`config.mk`:
```
export PLATFORM = sky130hd
export DESIGN_NAME = alu_arbiter
export DESIGN_NICKNAME = d
export VERILOG_FILES = /design/src/rtl/alu_pkg.sv /design/src/rtl/alu_arbiter_alu.sv /design/src/rtl/alu_arbiter.sv
export SDC_FILE = /design/constraint.sdc
export NUM_CORES = 1
export LEC_CHECK = 0
export CAP_MARGIN = 25
export CORE_MARGIN = 1
export CORE_UTILIZATION = 45
export DETAILED_ROUTE_END_ITERATION = 10
export PLACE_DENSITY = 0.75
export SLEW_MARGIN = 20
export SYNTH_ARGS = -nofsm -noshare
export SYNTH_HDL_FRONTEND = slang
export SYNTH_SLANG_ARGS = --single-unit
```
`constraint.sdc`:
```
create_clock -name clk -period 2.65 [get_ports clk]
set_input_delay 0.53 -clock clk [delete_from_list [all_inputs] [get_ports clk]]
set_output_delay 0.53 -clock clk [all_outputs]
set_load 0.1 [all_outputs]
```
`src/rtl/alu_pkg.sv`:
```
// Shared widths, opcodes and arbiter state encodings for the ALU arbiter slice.
package alu_pkg;

  localparam int DATA_W = 8;
  localparam int OP_W   = 3;
  localparam int FLAG_W = 4;

  // ALU opcodes
  localparam logic [OP_W-1:0] OP_ADD  = 3'd0;
  localparam logic [OP_W-1:0] OP_SUB  = 3'd1;
  localparam logic [OP_W-1:0] OP_AND  = 3'd2;
  localparam logic [OP_W-1:0] OP_OR   = 3'd3;
  localparam logic [OP_W-1:0] OP_XOR  = 3'd4;
  localparam logic [OP_W-1:0] OP_SHL  = 3'd5;
  localparam logic [OP_W-1:0] OP_SHR  = 3'd6;
  localparam logic [OP_W-1:0] OP_PASS = 3'd7;

  // Arbiter FSM states
  typedef enum logic [1:0] {
    IDLE = 2'd0,
    EXEC = 2'd1,
    RESP = 2'd2
  } state_e;

endpackage

```
`src/rtl/alu_arbiter_alu.sv`:
```
// Combinational 8-bit ALU producing a result and {N,Z,V,C} flags.
// SUB reports C as a borrow (set when a < b unsigned); shifts report the
// bit shifted out in C; logic ops and PASS (result = b) clear V and C.
module alu
  import alu_pkg::*;
(
  output logic [DATA_W-1:0] result,
  output logic [FLAG_W-1:0] nzvc,
  input  logic [DATA_W-1:0] a,
  input  logic [DATA_W-1:0] b,
  input  logic [OP_W-1:0]   op
);

  logic [DATA_W:0] sum_ext;
  logic            carry;
  logic            ovf;

  // Operation select plus flag generation
  always_comb begin
    result  = '0;
    sum_ext = '0;
    carry   = 1'b0;
    ovf     = 1'b0;
    case (op)
      OP_ADD: begin
        sum_ext = {1'b0, a} + {1'b0, b};
        result  = sum_ext[DATA_W-1:0];
        carry   = sum_ext[DATA_W];
        ovf     = (a[DATA_W-1] == b[DATA_W-1]) && (result[DATA_W-1] != a[DATA_W-1]);
      end
      OP_SUB: begin
        sum_ext = {1'b0, a} - {1'b0, b};
        result  = sum_ext[DATA_W-1:0];
        carry   = sum_ext[DATA_W];
        ovf     = (a[DATA_W-1] != b[DATA_W-1]) && (result[DATA_W-1] != a[DATA_W-1]);
      end
      OP_AND:  result = a & b;
      OP_OR:   result = a | b;
      OP_XOR:  result = a ^ b;
      OP_SHL: begin
        result = {a[DATA_W-2:0], 1'b0};
        carry  = a[DATA_W-1];
      end
      OP_SHR: begin
        result = {1'b0, a[DATA_W-1:1]};
        carry  = a[0];
      end
      OP_PASS: result = b;
      default: result = '0;
    endcase
    nzvc = {result[DATA_W-1], (result == '0), ovf, carry};
  end

endmodule

```
`src/rtl/alu_arbiter.sv`:
```
// Round-robin arbiter time-sharing one ALU between two requesters.
// Each operation walks IDLE (accept) -> EXEC (compute/register) -> RESP
// (hold until the consumer takes it), so at most one op is in flight.
module alu_arbiter
  import alu_pkg::*;
(
  input  logic              clk,
  input  logic              rst_n,
  input  logic              req0_valid,
  output logic              req0_ready,
  input  logic [DATA_W-1:0] req0_a,
  input  logic [DATA_W-1:0] req0_b,
  input  logic [OP_W-1:0]   req0_op,
  input  logic              req1_valid,
  output logic              req1_ready,
  input  logic [DATA_W-1:0] req1_a,
  input  logic [DATA_W-1:0] req1_b,
  input  logic [OP_W-1:0]   req1_op,
  output logic              rsp_valid,
  input  logic              rsp_ready,
  output logic              rsp_id,
  output logic [DATA_W-1:0] rsp_result,
  output logic [FLAG_W-1:0] rsp_nzvc
);

  state_e              state_q, state_d;
  logic                last_grant_q, last_grant_d;
  logic [DATA_W-1:0]   op_a_q, op_a_d;
  logic [DATA_W-1:0]   op_b_q, op_b_d;
  logic [OP_W-1:0]     op_code_q, op_code_d;
  logic                op_id_q, op_id_d;
  logic [DATA_W-1:0]   rsp_result_q, rsp_result_d;
  logic [FLAG_W-1:0]   rsp_nzvc_q, rsp_nzvc_d;
  logic                rsp_id_q, rsp_id_d;
  logic                grant0, grant1;
  logic [DATA_W-1:0]   alu_result;
  logic [FLAG_W-1:0]   alu_nzvc;

  // Round-robin grant, only offered from IDLE and never while reset is held
  always_comb begin
    grant0 = 1'b0;
    grant1 = 1'b0;
    if ((state_q == IDLE) && rst_n) begin
      if (req0_valid && req1_valid) begin
        grant0 = last_grant_q;
        grant1 = ~last_grant_q;
      end else begin
        grant0 = req0_valid;
        grant1 = req1_valid;
      end
    end
  end

  // Single shared ALU fed straight from the latched operands
  alu u_alu (
    .result (alu_result),
    .nzvc   (alu_nzvc),
    .a      (op_a_q),
    .b      (op_b_q),
    .op     (op_code_q)
  );

  // Next-state and datapath-load decisions
  always_comb begin
    state_d      = state_q;
    last_grant_d = last_grant_q;
    op_a_d       = op_a_q;
    op_b_d       = op_b_q;
    op_code_d    = op_code_q;
    op_id_d      = op_id_q;
    rsp_result_d = rsp_result_q;
    rsp_nzvc_d   = rsp_nzvc_q;
    rsp_id_d     = rsp_id_q;
    case (state_q)
      IDLE: begin
        if (grant0 || grant1) begin
          op_a_d       = grant1 ? req1_a  : req0_a;
          op_b_d       = grant1 ? req1_b  : req0_b;
          op_code_d    = grant1 ? req1_op : req0_op;
          op_id_d      = grant1;
          last_grant_d = grant1;
          state_d      = EXEC;
        end
      end
      EXEC: begin
        rsp_result_d = alu_result;
        rsp_nzvc_d   = alu_nzvc;
        rsp_id_d     = op_id_q;
        state_d      = RESP;
      end
      RESP: begin
        if (rsp_ready) begin
          state_d = IDLE;
        end
      end
      default: state_d = IDLE;
    endcase
  end

  // State and datapath registers; last grant resets to 1 so requester 0 wins first
  always_ff @(posedge clk or negedge rst_n) begin
    if (!rst_n) begin
      state_q      <= IDLE;
      last_grant_q <= 1'b1;
      op_a_q       <= '0;
      op_b_q       <= '0;
      op_code_q    <= '0;
      op_id_q      <= 1'b0;
      rsp_result_q <= '0;
      rsp_nzvc_q   <= '0;
      rsp_id_q     <= 1'b0;
    end else begin
      state_q      <= state_d;
      last_grant_q <= last_grant_d;
      op_a_q       <= op_a_d;
      op_b_q       <= op_b_d;
      op_code_q    <= op_code_d;
      op_id_q      <= op_id_d;
      rsp_result_q <= rsp_result_d;
      rsp_nzvc_q   <= rsp_nzvc_d;
      rsp_id_q     <= rsp_id_d;
    end
  end

  // Handshake outputs decode from state only
  always_comb begin
    req0_ready = grant0;
    req1_ready = grant1;
    rsp_valid  = (state_q == RESP);
    rsp_id     = rsp_id_q;
    rsp_result = rsp_result_q;
    rsp_nzvc   = rsp_nzvc_q;
  end

endmodule

```
==> After elaboration in Yosys (flattened, before gate mapping) <==
Cells that the tools add are included.
{ "totals": {"register_bits": 36, "latchBits": 0, "ram_bits": 0, "mem_bits_ro": 0, "input_bits": 43, "output_inout_bits": 16, "n_memories": 0} }
{ "classes": {"n_addsub": 2, "multipliers": 0, "div_mod_pow": 0, "order_cmp": 0, "eq_ne": 15, "shifts": 0, "n_mux": 13, "bitwise_logic": 4, "reduce_logical": 10} }
{ "op_table": {"columns": ["operator", "count"], "rows": [
  ["$pmux W8 S8", 1],
  ["$mux W8", 2],
  ["$eq A3 B3 Y1 const B", 4],
  ["$add A8 B8 Y9", 1],
  ["$sub A8 B8 Y9", 1],
  ["$and A8 B8 Y8", 1],
  ["$logic_not A8 Y1", 1],
  ["$or A8 B8 Y8", 1],
  ["$xor A8 B8 Y8", 1],
  ["$eq A3 B2 Y1 const B", 2],
  ["$pmux W2 S3", 1],
  ["$logic_and A1 B1 Y1", 4],
  ["$mux W1", 4],
  ["$mux W2", 2],
  ["$ne A2 B1 Y1 const B", 2],
  ["$pmux W1 S4", 1],
  ["$reduce_and A2 Y1", 2],
  ["$eq A3 B1 Y1 const B", 1],
  ["$logic_not A3 Y1", 1],
  ["$mux W3", 1],
  ["$ne A1 B1 Y1", 3],
  ["$eq A2 B1 Y1 const B", 1],
  ["$eq A2 B2 Y1 const B", 1],
  ["$logic_not A2 Y1", 1],
  ["4 further kinds", 4]
]} }

==> Longest topological paths before layout <==
{ "depth": {"depth_word": 6, "depth_mapped": 10, "depth_no_buf": 10} }

==> Modules after synthesis <==
Synthesis repeated with hierarchy kept, for this count alone.
{ "unflattened": {"hier_cells": 365, "area_unflattened_um2": 3204.3} }
{ "modules_own_cells": {"columns": ["module", "instances", "cells_per_inst", "area_each_um2", "seq_area_each_um2"], "rows": [
  ["alu_arbiter", 1, 156, 1675.4, 902.1],
  ["alu", 1, 209, 1529.0, 0.0]
]} }

==> Least setup slack after synthesis <==
Ideal clock, no wire load.
{ "synth_path": {"path_kind": "input-to-output", "from": "in rst_n", "to": "out req0_ready", "t_arrival_ns": 2.022, "required_time_ns": 2.120, "path_slack_ns": 0.098, "cell_stages": 4, "n_path_buf": 1, "cell_sequence": "nor3b_1 > nand3_1 > inv_1 > clkbuf_1"} }
{ "synth_between": {"elab_chain_len": 2} }
{ "synth_lines": {"columns": ["item", "line", "rtl"], "rows": [
  ["start: declaration", "alu_arbiter.sv:8", "input logic rst_n,"],
  ["$logic_and A1 B1 Y1", "alu_arbiter.sv:43", "if ((state_q == IDLE) && rst_n) begin"],
  ["$mux W1", "alu_arbiter.sv:43", null],
  ["end: declaration", "alu_arbiter.sv:10", "output logic req0_ready,"]
]} }
No other way between the ends.

==> Worst setup path in the final report <==
{ "layout_path": {"from": "reg op_b_q[3]", "to": "reg rsp_nzvc_q[2], in the netlist rsp_nzvc[2]"} }
{ "layout_between": {"elab_chain_len": 3, "word_cells_on_any_way": 7, "classes_between": "2 x add/sub; 1 x mux; 3 x bitwise; 1 x reduce/logical"} }
{ "layout_lines": {"columns": ["item", "line", "rtl"], "rows": [
  ["start: declaration", "alu_arbiter.sv:29", "logic [DATA_W-1:0] op_b_q, op_b_d;"],
  ["start signal: assignment", "alu_arbiter.sv:116", "op_b_q <= op_b_d;"],
  ["$sub A8 B8 Y9, or another cell as far along", "alu_arbiter_alu.sv:32", "sum_ext = {1'b0, a} - {1'b0, b};"],
  ["$pmux W8 S8 (*)", "alu_arbiter_alu.sv:24", "case (op)"],
  ["$logic_not A8 Y1 (*)", "alu_arbiter_alu.sv:51", "nzvc = {result[DATA_W-1], (result == '0), ovf, carry};"],
  ["end signal: assignment", "alu_arbiter.sv:120", "rsp_nzvc_q <= rsp_nzvc_d;"],
  ["end: declaration", "alu_arbiter.sv:33", "logic [FLAG_W-1:0] rsp_nzvc_q, rsp_nzvc_d;"]
]} }
Mark *: on every way between the ends. The rest lies on a longest branch, timed or not.
A chain may end at the register's enable or synchronous reset.

==> metrics.csv <==
stage,metric,value,unit
sta,Tightest Pin Transition,519,ps
critical_path,R2R cell count,9,
critical_path,Bufs and invs on worst path,1,
critical_path,"reg-to-reg slack, setup",170,ps
yosys,Seq cells post-synth,35,
die,die area,6680,µm²
yosys,Syn Nets,424,
final_layout,design area,3740,µm²
global_route,antenna violations before repair,0,
critical_path,CP Max Fanout,7,
drt,post-route DRC violation count,0,
clock_tree,clk root buf,clkbuf_8,
drt,Iter 0 DRT Violations,250,
global_route,global-route usage over all layers,24.8,%
sta,Max Clk Rate,0.402,GHz
yosys,Post-synth top flop,dfrtp_1,
run_status,status,"finished, final reports clean",
yosys,Syn Inst Count,355,
min_path,hold path depth,2,
drt,routed vias/inst,5.54,
clock_tree,cts repair resizes,0,
die,core box area,6030,µm²
final_layout,fill cell count,540,
place,placed cell area,3600,µm²
critical_path,CP required,2840,ps
clock_tree,post-CTS setup repair buffer count,0,
final_layout,"Core Util, Final",62.0,%
sta,Tcrit/Tclk final,93.8,%
min_path,Hold Crit Start,last_grant_q$_DFFE_PN1P_,
die,Starting Density,47.5,%
clock_tree,CTS Buffer Depth,2,
final_layout,most frequent cells in the layout,"nand2_1, clkdlybuf4s50_1, buf_4",
yosys,Yosys cell types,61,
clock_tree,CTS buffer count,5,
critical_path,worst r2r dst,rsp_nzvc[2]$_DFFE_PN0N_,
global_route,grt total ovfl,0,
sta,Worst Clk Skew,10.6,ps
drt,Routed Antenna Nets,0,
global_route,vias in the first global route,2578,
sta,# setup viols final,0,
die,Die W,81.8,µm
min_path,Hold EP,last_grant_q$_DFFE_PN1P_,
critical_path,CP cell instances,"inv_1, ha_4, and2b_1, or4_2, a21oi_1, o22ai_2, nand3_1, nor4b_2, a32o_2",
die,boundary pin count,59,
place,DPL Wire Length,5.96,mm
yosys,"Seq/Total Area, Yosys",30.6,%
job,max-cap viol count,0,
global_route,first-pass GRT wire length,12.4,mm
clock_tree,clock sinks,35,
die,Die H,81.8,µm
yosys,Post-synth EDFFs,0,
clock_tree,H-tree Lvls,2,
final_layout,n_diodes,0,
drt,WL final,7.62,mm
sta,Final Max Tran Viols,0,
global_route,largest net degree at the start of global routing,42,
min_path,hold crit path type,register to register,
clock_tree,Clock Latency Late Sink,300,ps
critical_path,crit path launch type,register,
place,RePlAce Congestion,0.907,
sta,Max transition margin,64.5,%
sta,RSZ-0062 raised after global routing,false,
sta,Sum Neg Setup Slack,0,ps
clock_tree,# hold bufs at CTS,0,
critical_path,R2R Path Start,op_b_q[3]$_DFFE_PN0P_,
critical_path,worst path arrival time,2670,ps
clock_tree,CTS tree,done,
critical_path,Worst path slowest cell,or4_2,
yosys,Mapped Area,2860,µm²
critical_path,Crit Path Category,register to register,
critical_path,Crit. Startpoint,op_b_q[3]$_DFFE_PN0P_,
drt,first drt pass iteration count,4,
final_layout,"commonest non-fill, non-tap cell in the layout",nand2_1,
sta,Period minus WS final,2480,ps
final_layout,layout cells sized above 1,17.0,%
drt,DR vias,2757,
yosys,"Async S/R FF share, synth",100,%
final_layout,# nets final,491,
yosys,synth warn,0,
yosys,average cell area after synthesis,8.06,µm²
die,FP Rows,28,
sta,Hold Fails Final Rpt,0,
drt,drt wl/cell,15.3,µm
clock_tree,clock transition at the registers of the reported paths,80,ps
critical_path,crit-path leading delay family,simple AND/OR/NAND/NOR gates,
final_layout,synthesis-to-finish area growth,30.6,%
critical_path,Setup crit end kind,register,
place,IO Port Bufs,58,
critical_path,crit-path max cell delay,610,ps
state kept, by name, indices dropped and copies added (netlist names), 2 cells and up:
| register | flops |
|---|---|
| rsp_nzvc | 3 |
| op_b_q | 8 |
| state_q | 2 |
| rsp_result | 8 |
| op_a_q | 8 |
| op_code_q | 3 |
metrics by stage:
stage	hold slack, ps	std cells	setup slack (ps)
final	477	498	165
after detailed placement	464	490	51.0
after floorplan	234	355	97.8
after global placement	456	490	83.8
after global routing	497	498	49.1
after CTS	478	498	37.4
worst max-delay path by stage:
| stage | to | slack, ps | cells past startpoint |
|---|---|---|---|
| after detailed placement | rsp_nzvc[2]$_DFFE_PN0N_ | 50 | 8 |
| after global routing | rsp_nzvc[2]$_DFFE_PN0N_ | 50 | 9 |
| after floorplan | req0_ready | 100 | 4 |
| after global placement | rsp_nzvc[2]$_DFFE_PN0N_ | 80 | 8 |
| final | rsp_nzvc[2]$_DFFE_PN0N_ | 170 | 9 |
| after CTS | rsp_nzvc[2]$_DFFE_PN0N_ | 40 | 8 |
synthesized netlist by cell type, drive strengths merged, types with 4 or more instances:
cell type	number	area share [%]
a211oi	4	1.0
o21ai	16	2.8
buf	10	2.4
nor2	35	4.6
nand2	62	8.1
inv	29	3.8
dfrtp	34	30
nand3	6	1.0
ha	24	10
clkbuf	14	1.8
a21oi	12	2.1
mux2	4	1.6
o22ai	6	1.3
xnor2	5	1.5
a31oi	22	4.8
nor2b	5	1.1
nand2b	7	1.5
routing by layer:
metal | share of wire (%) | up-vias | track usage [%] | wire length [µm]
met4 | 1.9 | 0 | 7.37 | 148
met3 | 6.0 | 13 | 4.33 | 459
met1 | 46 | 1282 | 34.6 | 3480
met2 | 46 | 90 | 38.9 | 3530
li1 | - | 1372 | - | -
met5 | 0 | - | 0 | 0
final cells by class:
| type | instances | area (µm²) | area share [%] |
|---|---|---|---|
| multi-input combinational | 267 | 1810 | 48.3 |
| sequential | 35 | 877 | 23.5 |
| timing repair buffer | 84 | 761 | 20.3 |
| tap | 75 | 93.8 | 2.51 |
| inverter | 29 | 109 | 2.91 |
| clock inverter | 3 | 23.8 | 0.636 |
| clock buffer | 5 | 68.8 | 1.84 |
worst min-delay path, stage by stage, from the launching register on:
cell     delay (ps)
dfstp_2         380
nand2_1          50
nand2_1          50
cells by family after synthesis:
| logic type | Yosys count | share of synthesized area (%) |
|---|---|---|
| XOR/XNOR | 8 | 2.45 |
| buffers and inverters | 53 | 8.04 |
| adder cells (fa/ha/maj) | 26 | 11.9 |
| flip-flops | 35 | 30.6 |
| AND/OR/NAND/NOR | 131 | 20.1 |
| multiplexers | 9 | 4.20 |
| AO/OA/AOI/OAI | 93 | 22.6 |
Power is left out: the tool's default activity adds up to more than one toggle a clock period on the data nets, which glitch-free logic cannot reach.
